## src/rtl/control_sequencer_v2_if.sv

```systemverilog
// Sequencer <-> datapath bundle: opcode/flags in, T-state and strobes out.
// Active-low strobes: ROM_OE, IR_OE, ACC_OE, AR_OE, ALU_en, HLT.
interface control_sequencer_v2_if #(
  parameter int OPCODE_W = 4,
  parameter int T_MAX    = 6
);
  localparam int TW = $clog2(T_MAX);

  logic [OPCODE_W-1:0] op_code;
  logic                Z;
  logic                C;
  logic [TW-1:0]       t_state;
  logic                instr_done;
  logic inc, PC_LD, PC_OE, MAR_LD, IR_LD;
  logic ACC_LD, B_LD, OUT_LD, AR_LD, S0, S1;
  logic ROM_OE, IR_OE, ACC_OE, AR_OE, ALU_en, HLT;

  modport master (
    input  op_code, Z, C,
    output t_state, instr_done,
    output inc, PC_LD, PC_OE, MAR_LD, IR_LD,
    output ACC_LD, B_LD, OUT_LD, AR_LD, S0, S1,
    output ROM_OE, IR_OE, ACC_OE, AR_OE, ALU_en, HLT
  );

  modport slave (
    output op_code, Z, C,
    input  t_state, instr_done,
    input  inc, PC_LD, PC_OE, MAR_LD, IR_LD,
    input  ACC_LD, B_LD, OUT_LD, AR_LD, S0, S1,
    input  ROM_OE, IR_OE, ACC_OE, AR_OE, ALU_en, HLT
  );
endinterface

```

## src/rtl/control_sequencer_v2.sv

```systemverilog
// T-state control sequencer with JZ/JC, sticky halt and instr_done.
// Define SEQ_EARLY_END_EN to end each instruction at its last used state.
module control_sequencer_v2 #(
  parameter int OPCODE_W = 4,
  parameter int T_MAX    = 6
) (
  input logic                 clk,
  input logic                 clr,
  control_sequencer_v2_if.master bus
);
  localparam int TW = $clog2(T_MAX);
  localparam logic [TW-1:0] T_LAST = TW'(T_MAX - 1);
  localparam logic [TW-1:0] T2 = TW'(2);
  localparam logic [TW-1:0] T3 = TW'(3);
  localparam logic [TW-1:0] T4 = TW'(4);

  logic [TW-1:0] t_q, t_d;
  logic          halt_q, halt_d;
  logic          last;

  logic is_lda, is_alu, is_jmp, is_call, is_ret;
  logic is_out, is_hlt, is_jz, is_jc, is_nop;
  logic [1:0] alu_sel;

  always_comb begin
    is_lda  = bus.op_code == OPCODE_W'(0);
    is_alu  = bus.op_code >= OPCODE_W'(1) &&
              bus.op_code <= OPCODE_W'(4);
    is_jmp  = bus.op_code == OPCODE_W'(5);
    is_call = bus.op_code == OPCODE_W'(6);
    is_ret  = bus.op_code == OPCODE_W'(7);
    is_out  = bus.op_code == OPCODE_W'(8);
    is_hlt  = bus.op_code == OPCODE_W'(9);
    is_jz   = bus.op_code == OPCODE_W'(10);
    is_jc   = bus.op_code == OPCODE_W'(11);
    is_nop  = bus.op_code >= OPCODE_W'(12);
    // ADD..OR (1..4) map onto S1:S0 = 00..11
    alu_sel = bus.op_code[1:0] - 2'd1;
  end

`ifdef SEQ_EARLY_END_EN
  always_comb begin
    last = t_q == T_LAST;
    unique case (1'b1)
      is_lda | is_call:  last = t_q == T3;
      is_alu:            last = t_q == T4;
      is_jmp | is_ret | is_out |
      is_jz | is_jc | is_nop: last = t_q == T2;
      default: ;
    endcase
  end
`else
  always_comb last = t_q == T_LAST;
`endif

  always_comb begin
    t_d    = t_q;
    halt_d = halt_q;
    if (halt_q) begin
      t_d = t_q;
    end else if (t_q == T2 && is_hlt) begin
      halt_d = 1'b1;
    end else if (last) begin
      t_d = '0;
    end else begin
      t_d = t_q + TW'(1);
    end
  end

  always_ff @(posedge clk) begin
    if (clr) begin
      t_q    <= '0;
      halt_q <= 1'b0;
    end else begin
      t_q    <= t_d;
      halt_q <= halt_d;
    end
  end

  always_comb begin
    bus.t_state    = clr ? '0 : t_q;
    bus.instr_done = !clr && !halt_q && last;
    bus.inc    = 1'b0;
    bus.PC_LD  = 1'b0;
    bus.PC_OE  = 1'b0;
    bus.MAR_LD = 1'b0;
    bus.IR_LD  = 1'b0;
    bus.ACC_LD = 1'b0;
    bus.B_LD   = 1'b0;
    bus.OUT_LD = 1'b0;
    bus.AR_LD  = 1'b0;
    bus.S0     = 1'b0;
    bus.S1     = 1'b0;
    bus.ROM_OE = 1'b1;
    bus.IR_OE  = 1'b1;
    bus.ACC_OE = 1'b1;
    bus.AR_OE  = 1'b1;
    bus.ALU_en = 1'b1;
    bus.HLT    = 1'b1;
    if (clr) begin
      bus.HLT = 1'b1;
    end else if (halt_q) begin
      bus.HLT = 1'b0;
    end else begin
      case (t_q)
        TW'(0): begin
          bus.PC_OE  = 1'b1;
          bus.MAR_LD = 1'b1;
        end
        TW'(1): begin
          bus.ROM_OE = 1'b0;
          bus.IR_LD  = 1'b1;
          bus.inc    = 1'b1;
        end
        T2: begin
          unique case (1'b1)
            is_lda | is_alu: begin
              bus.IR_OE  = 1'b0;
              bus.MAR_LD = 1'b1;
            end
            is_jmp: begin
              bus.IR_OE = 1'b0;
              bus.PC_LD = 1'b1;
            end
            is_call: begin
              bus.PC_OE = 1'b1;
              bus.AR_LD = 1'b1;
            end
            is_ret: begin
              bus.AR_OE = 1'b0;
              bus.PC_LD = 1'b1;
            end
            is_out: begin
              bus.ACC_OE = 1'b0;
              bus.OUT_LD = 1'b1;
            end
            is_hlt: bus.HLT = 1'b0;
            (is_jz & bus.Z) | (is_jc & bus.C): begin
              bus.IR_OE = 1'b0;
              bus.PC_LD = 1'b1;
            end
            default: ;
          endcase
        end
        T3: begin
          unique case (1'b1)
            is_lda: begin
              bus.ROM_OE = 1'b0;
              bus.ACC_LD = 1'b1;
            end
            is_alu: begin
              bus.ROM_OE = 1'b0;
              bus.B_LD   = 1'b1;
            end
            is_call: begin
              bus.IR_OE = 1'b0;
              bus.PC_LD = 1'b1;
            end
            default: ;
          endcase
        end
        T4: begin
          if (is_alu) begin
            bus.ALU_en = 1'b0;
            bus.ACC_LD = 1'b1;
            bus.S0     = alu_sel[0];
            bus.S1     = alu_sel[1];
          end
        end
        default: ;
      endcase
    end
  end
endmodule

```

## src/flat_wrapper.sv

```systemverilog
// flat-port wrapper written by rule: the top's interface ports become plain ports
module control_sequencer_v2_flat 
#(
  parameter int OPCODE_W = 4,
  parameter int T_MAX    = 6
)
  (clk, clr, bus_op_code, bus_Z, bus_C, bus_t_state, bus_instr_done, bus_inc, bus_PC_LD, bus_PC_OE, bus_MAR_LD, bus_IR_LD, bus_ACC_LD, bus_B_LD, bus_OUT_LD, bus_AR_LD, bus_S0, bus_S1, bus_ROM_OE, bus_IR_OE, bus_ACC_OE, bus_AR_OE, bus_ALU_en, bus_HLT);
  control_sequencer_v2_if #(.OPCODE_W(OPCODE_W), .T_MAX(T_MAX)) bus_i ();
  input logic clk;
  input logic clr;
  input wire logic [$bits(bus_i.op_code)-1:0] bus_op_code;
  input wire logic [$bits(bus_i.Z)-1:0] bus_Z;
  input wire logic [$bits(bus_i.C)-1:0] bus_C;
  output wire logic [$bits(bus_i.t_state)-1:0] bus_t_state;
  output wire logic [$bits(bus_i.instr_done)-1:0] bus_instr_done;
  output wire logic [$bits(bus_i.inc)-1:0] bus_inc;
  output wire logic [$bits(bus_i.PC_LD)-1:0] bus_PC_LD;
  output wire logic [$bits(bus_i.PC_OE)-1:0] bus_PC_OE;
  output wire logic [$bits(bus_i.MAR_LD)-1:0] bus_MAR_LD;
  output wire logic [$bits(bus_i.IR_LD)-1:0] bus_IR_LD;
  output wire logic [$bits(bus_i.ACC_LD)-1:0] bus_ACC_LD;
  output wire logic [$bits(bus_i.B_LD)-1:0] bus_B_LD;
  output wire logic [$bits(bus_i.OUT_LD)-1:0] bus_OUT_LD;
  output wire logic [$bits(bus_i.AR_LD)-1:0] bus_AR_LD;
  output wire logic [$bits(bus_i.S0)-1:0] bus_S0;
  output wire logic [$bits(bus_i.S1)-1:0] bus_S1;
  output wire logic [$bits(bus_i.ROM_OE)-1:0] bus_ROM_OE;
  output wire logic [$bits(bus_i.IR_OE)-1:0] bus_IR_OE;
  output wire logic [$bits(bus_i.ACC_OE)-1:0] bus_ACC_OE;
  output wire logic [$bits(bus_i.AR_OE)-1:0] bus_AR_OE;
  output wire logic [$bits(bus_i.ALU_en)-1:0] bus_ALU_en;
  output wire logic [$bits(bus_i.HLT)-1:0] bus_HLT;
  assign bus_i.op_code = bus_op_code;
  assign bus_i.Z = bus_Z;
  assign bus_i.C = bus_C;
  assign bus_t_state = bus_i.t_state;
  assign bus_instr_done = bus_i.instr_done;
  assign bus_inc = bus_i.inc;
  assign bus_PC_LD = bus_i.PC_LD;
  assign bus_PC_OE = bus_i.PC_OE;
  assign bus_MAR_LD = bus_i.MAR_LD;
  assign bus_IR_LD = bus_i.IR_LD;
  assign bus_ACC_LD = bus_i.ACC_LD;
  assign bus_B_LD = bus_i.B_LD;
  assign bus_OUT_LD = bus_i.OUT_LD;
  assign bus_AR_LD = bus_i.AR_LD;
  assign bus_S0 = bus_i.S0;
  assign bus_S1 = bus_i.S1;
  assign bus_ROM_OE = bus_i.ROM_OE;
  assign bus_IR_OE = bus_i.IR_OE;
  assign bus_ACC_OE = bus_i.ACC_OE;
  assign bus_AR_OE = bus_i.AR_OE;
  assign bus_ALU_en = bus_i.ALU_en;
  assign bus_HLT = bus_i.HLT;
  control_sequencer_v2 #(.OPCODE_W(OPCODE_W), .T_MAX(T_MAX)) u_core (.clk(clk), .clr(clr), .bus(bus_i));
endmodule
```

## config.mk

```make
export PLATFORM = sky130hd
export DESIGN_NAME = control_sequencer_v2_flat
export DESIGN_NICKNAME = d
export VERILOG_FILES = /design/src/rtl/control_sequencer_v2_if.sv /design/src/rtl/control_sequencer_v2.sv /design/src/flat_wrapper.sv
export SDC_FILE = /design/constraint.sdc
export NUM_CORES = 1
export LEC_CHECK = 0
export ABC_AREA = 1
export ABC_CLOCK_PERIOD_IN_PS = 1800
export CORE_MARGIN = 4
export CORE_UTILIZATION = 39
export CTS_CLUSTER_DIAMETER = 200
export DETAILED_ROUTE_END_ITERATION = 12
export PLACE_DENSITY_LB_ADDON = 0.2
export SYNTH_ARGS = -nofsm -noshare
export SYNTH_HDL_FRONTEND = slang
export SYNTH_SLANG_ARGS = --single-unit
```

## constraint.sdc

```tcl
create_clock -name clk -period 1.8 [get_ports clk]
set_input_delay 0.36 -clock clk [delete_from_list [all_inputs] [get_ports clk]]
set_output_delay 0.36 -clock clk [all_outputs]
set_load 0.005 [all_outputs]
```

==> results of run 1 <==
state kept, by name, indices dropped and copies added (netlist names):
| register | count |
|---|---|
| u_core.t_q | 3 |
| u_core.halt_q | 1 |
cell families after synthesis:
family	after synthesis	share of synthesized area
AOI/OAI and AO/OA	12	0.119
adders and majority gates	6	0.128
buffers and inverters	24	0.160
and+or+nand+nor	60	0.456
DFF	4	0.136
tightest hold or removal path, cell delays in order:
cell and delay (ps):
dlygate4sd2_1 240, inv_2 70, nand2_1 80, nor2_1 40
where the power goes:
group	total (W)	leakage, nW	switching [W]	internal (W)
registers	0.000102	0.0338	0.00000625	0.0000961
logic	0.000285	0.612	0.000160	0.000125
clock network	0.000118	0.0138	0.0000433	0.0000750
layout by cell type (no fill, tap or decap):
master	instances
clkdlybuf4s50_1	2
o21bai_1	1
o21ai_1	2
a21oi_2	1
buf_2	11
nand3_2	2
nor3_2	2
nor3_4	1
dlygate4sd2_1	8
nand2_2	4
inv_1	9
clkbuf_4	3
nor2_2	7
dfxtp_2	3
clkdlybuf4s15_2	1
ha_1	1
ha_2	2
o21ai_2	1
inv_6	1
nor2_4	4
o21ai_0	2
buf_4	30
nand2_1	23
nand2_4	1
buf_6	10
o211ai_1	2
ha_4	3
a21boi_1	1
nand3_4	3
a21oi_1	2
dlymetal6s2s_1	1
clkbuf_2	3
nand4_1	1
inv_4	2
nand3_1	4
dfxtp_1	1
nor2_1	8
inv_2	11
timing repair:
item / in CTS / in global routing
setup endpoints to repair: 21 / 17
gates resized for setup: 93 / 49
pin swaps: 7 / 15
setup buffers: 11 / 4
through the flow:
step	total power, W	area (um2)	hold WS, ps	std cells	setup WS, ps
3_5_place_dp	0.000289	1050	605	171	-803
6_report	0.000505	1320	577	189	-101
5_1_grt	0.000525	1320	575	189	-184
2_1_floorplan	0.000182	587	429	106	292
4_1_cts	0.000422	1210	568	185	-60.5
3_3_place_gp	0.000283	1050	558	171	-728
worst max-delay path by stage:
| stage | startpoint | endpoint |
|---|---|---|
| after floorplan | u_core.t_q[1] | bus_ACC_LD |
| after global placement | bus_op_code[0] | bus_IR_OE |
| after CTS | u_core.t_q[0] | bus_IR_OE |
| after detailed placement | bus_op_code[0] | bus_IR_OE |
| after global routing | u_core.halt_q | bus_S0 |
| final | u_core.t_q[0] | bus_ACC_LD |
routing by layer:
metal / track usage / share of wire / up-vias
met3: 0.0536 / 0.12 / 54
met4: 0.116 / 0.090 / 0
met2: 0.518 / 0.46 / 134
met5: 0 / 0 / -
li1: - / - / 466
met1: 0.340 / 0.33 / 548
area by class of cell:
| class | count | area [um2] | area share |
|---|---|---|---|
| tap | 15 | 18.8 | 0.0143 |
| multi-input combinational | 78 | 572 | 0.435 |
| timing repair buffer | 66 | 522 | 0.397 |
| sequential | 4 | 83.8 | 0.0637 |
| inverter | 23 | 96.3 | 0.0733 |
| clock buffer | 3 | 22.5 | 0.0171 |
==> summary.md, run 1 <==
| Metric | Value |
|---|---|
| R2R Setup Slk | `210 ps` |
| Number of diodes | `0` |
| RSZ-0062 raised after global routing | `true` |
| Pwr per Cell Area | `384 nW/um2` |
| Most frequent CP cell | `buf_6` |
| Slowest-stage cell, CP | `dfxtp_2` |
| Crit. End Element | `output port` |
| Min Tclk post-route | `roughly 1900 ps` |
| Slew @ Worst Pin | `302 ps` |
| Largest net degree at the start of global routing | `8` |
| Worst Path Buf+Inv | `3` |
| H-tree depth | `1` |
| Outcome | `finished, violations left` |
| Relative slew slack | `0.798` |
| Root buf cell | `clkbuf_4` |
| Worst path cell trace | `buf_6 -> nor3_4 -> nand3_4 -> buf_6 -> a21oi_2 -> buf_2` |
| Area growth syn-to-layout | `124%` |
| Pins Over Slew Limit | `0` |
| Layout cells sized above 1 | `0.609` |
| Clock Skew | `7.08 ps` |
| VDD IR max | `0.000357 V` |
| Crit path largest cell delay | `330 ps` |
| Die Span X | `46.8 um` |
| GRT Overall Usage | `0.291` |
| Arr. time, crit path | `1540 ps` |
| Antenna-violating nets left | `0` |
| Sequential-to-total area share from yosys stat | `0.136` |
| Hold Path End | `u_core.t_q[1]` |
| Worst hold stages | `4` |
| CP Data Required Time | `1440 ps` |
| Final TNS setup | `-660 ps` |
| Clk_lat worst skew | `250 ps` |
| FMAX | `526 MHz` |
| Tcrit/Tclk final | `1.06` |
| Hold Crit Class | `input pin to register` |
| Final hold violations | `0` |
| Vias in the first global route | `1,033` |
| Critical path's top delay family | `simple AND/OR/NAND/NOR gates` |
| Hold-fix buffers, CTS | `0` |
| Cells after Synth | `106` |
| Average vias per placed instance | `6.36` |
| Hold Startpoint | `clr` |
| Setup ws final | `-101 ps` |
| Initial antenna violation count | `1` |
| First-pass GRT wire length | `between 4 and 5 mm` |
| I/O Buffers | `28` |
| Distinct cell type count after synthesis | `19` |
| Drt total wl | `about 4.3 mm` |
| FF-to-FF End | `u_core.halt_q` |
| Number of flops mapped to enable cells by yosys | `0` |
| Worst Setup Start Kind | `register` |
| Core ar. | `between 1000 and 1500 um2` |
| WS Path Type | `register to output port` |
| Die Y-Extent | `46.8 um` |
| Post-synth top area share | `0.179` |
| Clock transition at path regs | `about 40 ps` |
| # nets final | `190` |
| Max Cap Viol | `0` |
| Synth Net Count | `120` |
| CTS buffer count | `3` |
| Maximum clock insertion buffer count | `2` |
| Final core occ | `0.962` |
| Overflow left after global routing | `0` |
| Failing checks | `negative setup slack` |
| R2r startpoint | `u_core.t_q[1]` |
| Synthesis-stage register bit count | `4` |
| Via count | `1,202` |
| Synth top area cells | `nand2_1 (18%), dfxtp_1 (14%), ha_1 (13%)` |
| Post-synth ARST share | `0` |
| DR pass1 iterations | `5` |
| Endpoints failing setup | `13` |
| Routed length per instance | `between 20 and 25 um` |
| Crit Path Max Fanout | `5` |
| Synthesis Warnings | `0` |
| Core Rows | `13` |
| GP Congestion | `0.830` |
| Worst path depth | `6` |
| CTS Sinks | `4` |
| Commonest cells in the netlist | `nand2_1 (28), inv_1 (20), nor2_1 (15), nand3_1 (7), ha_1 (6)` |
| Mapped cell area | `slightly below 600 um2` |
| Drt drc | `0` |
| Initial DRC Count | `126` |
| Count leader, synth | `nand2_1` |
| Leading area contributor after synthesis | `nand2_1` |
| Fillers | `33` |
| Initial Util | `0.429` |
| Top_reg_cell synth | `dfxtp_1` |
| Avg Inst Size Synth | `approximately 5.5 um2` |
| DP Wirelength | `about 1.6 mm` |
| Die Area | `2190 um2` |
| Leakage | `0.660 nW` |
| # IOs | `29` |
| R2R cell count | `11` |
| CTS tree | `done` |
Note: power is estimated with default switching activity, not from simulation.
==> inputs of run 2 (changes only) <==
--- a/config.mk
+++ b/config.mk
@@ -6,9 +6,10 @@
 export NUM_CORES = 1
 export LEC_CHECK = 0
 export ABC_AREA = 1
-export ABC_CLOCK_PERIOD_IN_PS = 1800
+export ABC_CLOCK_PERIOD_IN_PS = 1700
 export CORE_MARGIN = 4
-export CORE_UTILIZATION = 39
+export CORE_UTILIZATION = 37
+export CTS_BUF_LIST = sky130_fd_sc_hd__clkbuf_8
 export CTS_CLUSTER_DIAMETER = 200
 export DETAILED_ROUTE_END_ITERATION = 12
 export PLACE_DENSITY_LB_ADDON = 0.2
==> constraint.sdc (replaced) <==
create_clock -name clk -period 1.7 [get_ports clk]
set_input_delay 0.51 -clock clk [delete_from_list [all_inputs] [get_ports clk]]
set_output_delay 0.51 -clock clk [all_outputs]
set_load 0.005 [all_outputs]
==> run 2 against run 1 <==
  * The flow now stops in global routing (5_1_grt)
  * Synthesized cell count stayed put
  * Synthesized area stayed put
==> summary.md, run 2 <==
| Metric | Value |
|---|---|
| DP Wirelength | `1.59 mm (-2.1%)` |
| Distinct cell type count after synthesis | `19 (unchanged)` |
| Count leader, synth | `nand2_1` |
| Worst ep type | `top-level output` |
| Mapped cell area | `587 um2 (unchanged)` |
| Synth top area cells | `nand2_1 (18%), dfxtp_1 (14%), ha_1 (13%)` |
| Stop err | `[ERROR DPL-0033] detailed placement checks failed during check placement.` |
| Area after DPL | `1100 um2 (+4.8%)` |
| Core Rows | `14 (+1)` |
| # IOs | `29 (unchanged)` |
| Post-GRT worst EP | `bus_IR_OE` |
| H-tree depth | `1 (unchanged)` |
| Avg Inst Size Synth | `5.54 um2 (unchanged)` |
| Initial Util | `0.390 (-0.0400)` |
| Post-synth top area share | `0.179 (unchanged)` |
| I/O Buffers | `28 (unchanged)` |
| Post-synth ARST share | `0 (unchanged)` |
| Die Span X | `47.8 um (+2.2%)` |
| Synthesis Warnings | `0 (unchanged)` |
| Number of flops mapped to enable cells by yosys | `0 (unchanged)` |
| Synthesis-stage register bit count | `4 (unchanged)` |
| Maximum clock insertion buffer count | `2 (unchanged)` |
| Largest net degree at the start of global routing | `8` |
| Cells after Synth | `106 (unchanged)` |
| Hold-fix buffers, CTS | `0 (unchanged)` |
| Die Y-Extent | `47.8 um (+2.2%)` |
| Top_reg_cell synth | `dfxtp_1` |
| Root buf cell | `clkbuf_8` |
| Sequential-to-total area share from yosys stat | `0.136 (unchanged)` |
| Halt point of the flow | `global routing (5_1_grt)` |
| CTS buffer count | `3 (unchanged)` |
| CTS Sinks | `4 (unchanged)` |
| Leading area contributor after synthesis | `nand2_1` |
| Outcome | `did not finish` |
| Commonest cells in the netlist | `nand2_1 (28), inv_1 (20), nor2_1 (15), nand3_1 (7), ha_1 (6)` |
| GP Congestion | `0.829 (-0.16%)` |
| Initial antenna violation count | `0` |
| Synth Net Count | `120 (unchanged)` |
## run 2: cell counts after synthesis
No cell type changed its count.
## run 2: per-stage QoR
stage,TNS [ps],setup slack [ps],std cells,util
after detailed placement,-19640,-1110,176,0.731
after global placement,-18940,-1070,176,0.731
after floorplan,0,4.42,106,-
after CTS,-3200,-311,187,0.857
## run 2: timing repair
| action | 4_1_cts |
|---|---|
| resized for setup | 152 |
| buffers inserted | 8 |
| hold endpoints to repair | 0 |
| endpoints found under the setup margin | 21 |
| pin swaps | 19 |
## run 2: cell families after synthesis
| logic type | Yosys count | share of synthesized area |
|---|---|---|
| AOI/OAI and AO/OA | 12 | 0.119 |
| buffers and inverters | 24 | 0.160 |
| adders and majority gates | 6 | 0.128 |
| and+or+nand+nor | 60 | 0.456 |
| DFF | 4 | 0.136 |
==> inputs of run 3 (changes only) <==
--- a/config.mk
+++ b/config.mk
@@ -6,13 +6,11 @@
 export NUM_CORES = 1
 export LEC_CHECK = 0
 export ABC_AREA = 1
-export ABC_CLOCK_PERIOD_IN_PS = 1700
-export CORE_MARGIN = 4
-export CORE_UTILIZATION = 37
-export CTS_BUF_LIST = sky130_fd_sc_hd__clkbuf_8
-export CTS_CLUSTER_DIAMETER = 200
+export ABC_CLOCK_PERIOD_IN_PS = 2200
+export CORE_AREA = 4 4 65 67
 export DETAILED_ROUTE_END_ITERATION = 12
-export PLACE_DENSITY_LB_ADDON = 0.2
+export DIE_AREA = 0 0 69 71
+export PLACE_DENSITY_LB_ADDON = 0.15
 export SYNTH_ARGS = -nofsm -noshare
 export SYNTH_HDL_FRONTEND = slang
 export SYNTH_SLANG_ARGS = --single-unit
==> constraint.sdc (replaced) <==
create_clock -name clk -period 2.2 [get_ports clk]
set_input_delay 0.66 -clock clk [delete_from_list [all_inputs] [get_ports clk]]
set_output_delay 0.66 -clock clk [all_outputs]
set_load 0.005 [all_outputs]
==> run 3 against run 2 <==
  * The flow now finishes, with violations (negative setup slack)
==> summary.md, run 3 (synthesized netlist as in run 1, its figures left out) <==
| Metric | Value |
|---|---|
| Drt drc | `0` |
| Crit. End Element | `output port` |
| Maximum clock insertion buffer count | `2 (unchanged)` |
| Core ar. | `3630 um2` |
| Dpl cells | `206 (+17%)` |
| Hold Crit Class | `register to register` |
| FMAX | `436 MHz` |
| CTS tree | `done` |
| H-tree depth | `1 (unchanged)` |
| Die Area | `4900 um2` |
| Worst Setup Start Kind | `input pin` |
| Switch share | `0.328` |
| Initial antenna violation count | `0` |
| Antenna-violating nets left | `0` |
| Endpoints failing setup | `9` |
| # nets final | `~190` |
| Average vias per placed instance | `3.99` |
| WS Path Type | `input pin to output port` |
| Crit Path Max Fanout | `4` |
| VDD IR max | `0.000337 V` |
| Layout cells sized above 1 | `0.585` |
| CP Data Required Time | `around 1500 ps` |
| Outcome | `finished, violations left` |
| Comb pwr share | `0.463` |
| Hold_ws | `584 ps` |
| # IOs | `29 (unchanged)` |
| CTS Sinks | `4 (unchanged)` |
| Min Tclk post-route | `2290 ps` |
| Area growth syn-to-layout | `142%` |
| Overflow left after global routing | `0` |
| Via count | `894` |
| Root buf cell | `clkbuf_8` |
| Failing checks | `negative setup slack` |
| Core Rows | `22 (+8)` |
| RSZ-0062 raised after global routing | `true` |
| Max FFs per register | `3` |
| Commonest non-fill, non-tap cell in the layout | `buf_4` |
| Drt total wl | `2.31 mm` |
| Arr. time, crit path | `between 1500 and 2000 ps` |
| Final Non-Filler Cells | `224` |
| Relative slew slack | `0.828` |
| Pins Over Slew Limit | `0` |
| Routed length per instance | `roughly 10 um` |
| Clock Skew | `6.15 ps` |
| Initial DRC Count | `19` |
| Largest regs | `u_core.t_q: 3 flops, u_core.halt_q: 1 flops` |
| I/O Buffers | `28 (unchanged)` |
| CTS buffer count | `3 (unchanged)` |
| Largest net degree at the start of global routing | `7` |
| Final hold violations | `0` |
| DP Wirelength | `1.70 mm (+6.9%)` |
| Clock transition at path regs | `~40 ps` |
| Most frequent cells in the layout | `buf_4 (34), nand2_1 (23), inv_1 (13)` |
| Clk_lat worst skew | `220 ps` |
| Tcrit/Tclk final | `1.04` |
| Vias in the first global route | `roughly 970` |
| Initial Util | `0.162 (-0.228)` |
| Leakage | `0.709 nW` |
| Clock share of power | `0.355` |
| Number of diodes | `0` |
| Sw Pwr | `between 0.0001 and 0.00015 W` |
| Pwr per Cell Area | `312 nW/um2` |
| First-pass GRT wire length | `just over 4 mm` |
| Max Cap Viol | `0` |
| Die Y-Extent | `71 um (+48%)` |
| Setup ws final | `-91.5 ps` |
| DR pass1 iterations | `4` |
| Top reg by flops | `u_core.t_q` |
| Die Span X | `69 um (+44%)` |
| Hold-fix buffers, CTS | `0 (unchanged)` |
| GRT Overall Usage | `0.101` |
| Slew @ Worst Pin | `~260 ps` |
| Internal power | `around 0.00030 W` |
| Reg power frac | `0.181` |
| GP Congestion | `0.799 (-3.6%)` |
## run 3: stage by stage
stage	utilization	TNS, ps	power [W]	cell area, um2	setup slack, ps
global route	0.391	-1240	0.000480	1420	-144
finish	0.391	-373	0.000443	1420	-91.5
floorplan	-	0	0.000149	587	133
detailed placement	0.305	-16070	0.000240	1110	-992
CTS	0.381	-355	0.000440	1390	-77.1
global placement	0.305	-15650	0.000241	1110	-956
## run 3: worst paths after layout
check                 startpoint             to  slack, ps  cells after the start
setup / recovery  bus_op_code[1]     bus_ACC_LD        -90                     10
hold / removal     u_core.halt_q  u_core.t_q[0]        580                      3
setup reg to reg   u_core.t_q[0]  u_core.t_q[2]       1100                      8
hold reg to reg    u_core.halt_q  u_core.t_q[0]        580                      3
## run 3: worst max-delay path, stage by stage
cell     delay [ps]
buf_8            90
inv_8            30
buf_6           100
ha_4            140
nand2_1          50
nand2_1          60
nand2_2         130
nand3_4         110
a21oi_2         140
buf_2           120
## run 3: final cells by class
type	count	area, um2
Clock buffer	3	41.3
Fill cell	402	2210
Inverter	23	104
Multi-Input combinational cell	78	591
Sequential cell	4	80.1
Tap cell	48	60.1
Timing Repair Buffer	68	544
## run 3: per-layer routing
| layer | vias up | track usage | wire length (um) |
|---|---|---|---|
| met2 | 15 | 0.195 | 1250 |
| met1 | 407 | 0.112 | 970 |
| li1 | 472 | - | - |
| met3 | 0 | 0.0313 | 83 |
| met5 | - | 0 | 0 |
| met4 | 0 | 0.00651 | 0 |
## run 3: repair_timing
item | 4_1_cts | 5_1_grt
gates cloned | 0 | 0
buffers inserted | 13 | 2
endpoints found under the setup margin | 21 | 18
pin swaps | 25 | 15
hold endpoints to repair | 0 | 0
resized for setup | 140 | 10
## run 3: power groups by stage
stage / Combinational (W) / Sequential [W] / Clock [W]
after global routing: 0.000228 / 0.0000809 / 0.000172
after CTS: 0.000199 / 0.0000801 / 0.000160
final: 0.000205 / 0.0000803 / 0.000157
after detailed placement: 0.000159 / 0.0000813 / 0
after global placement: 0.000160 / 0.0000809 / 0
after floorplan: 0.0000630 / 0.0000858 / 0
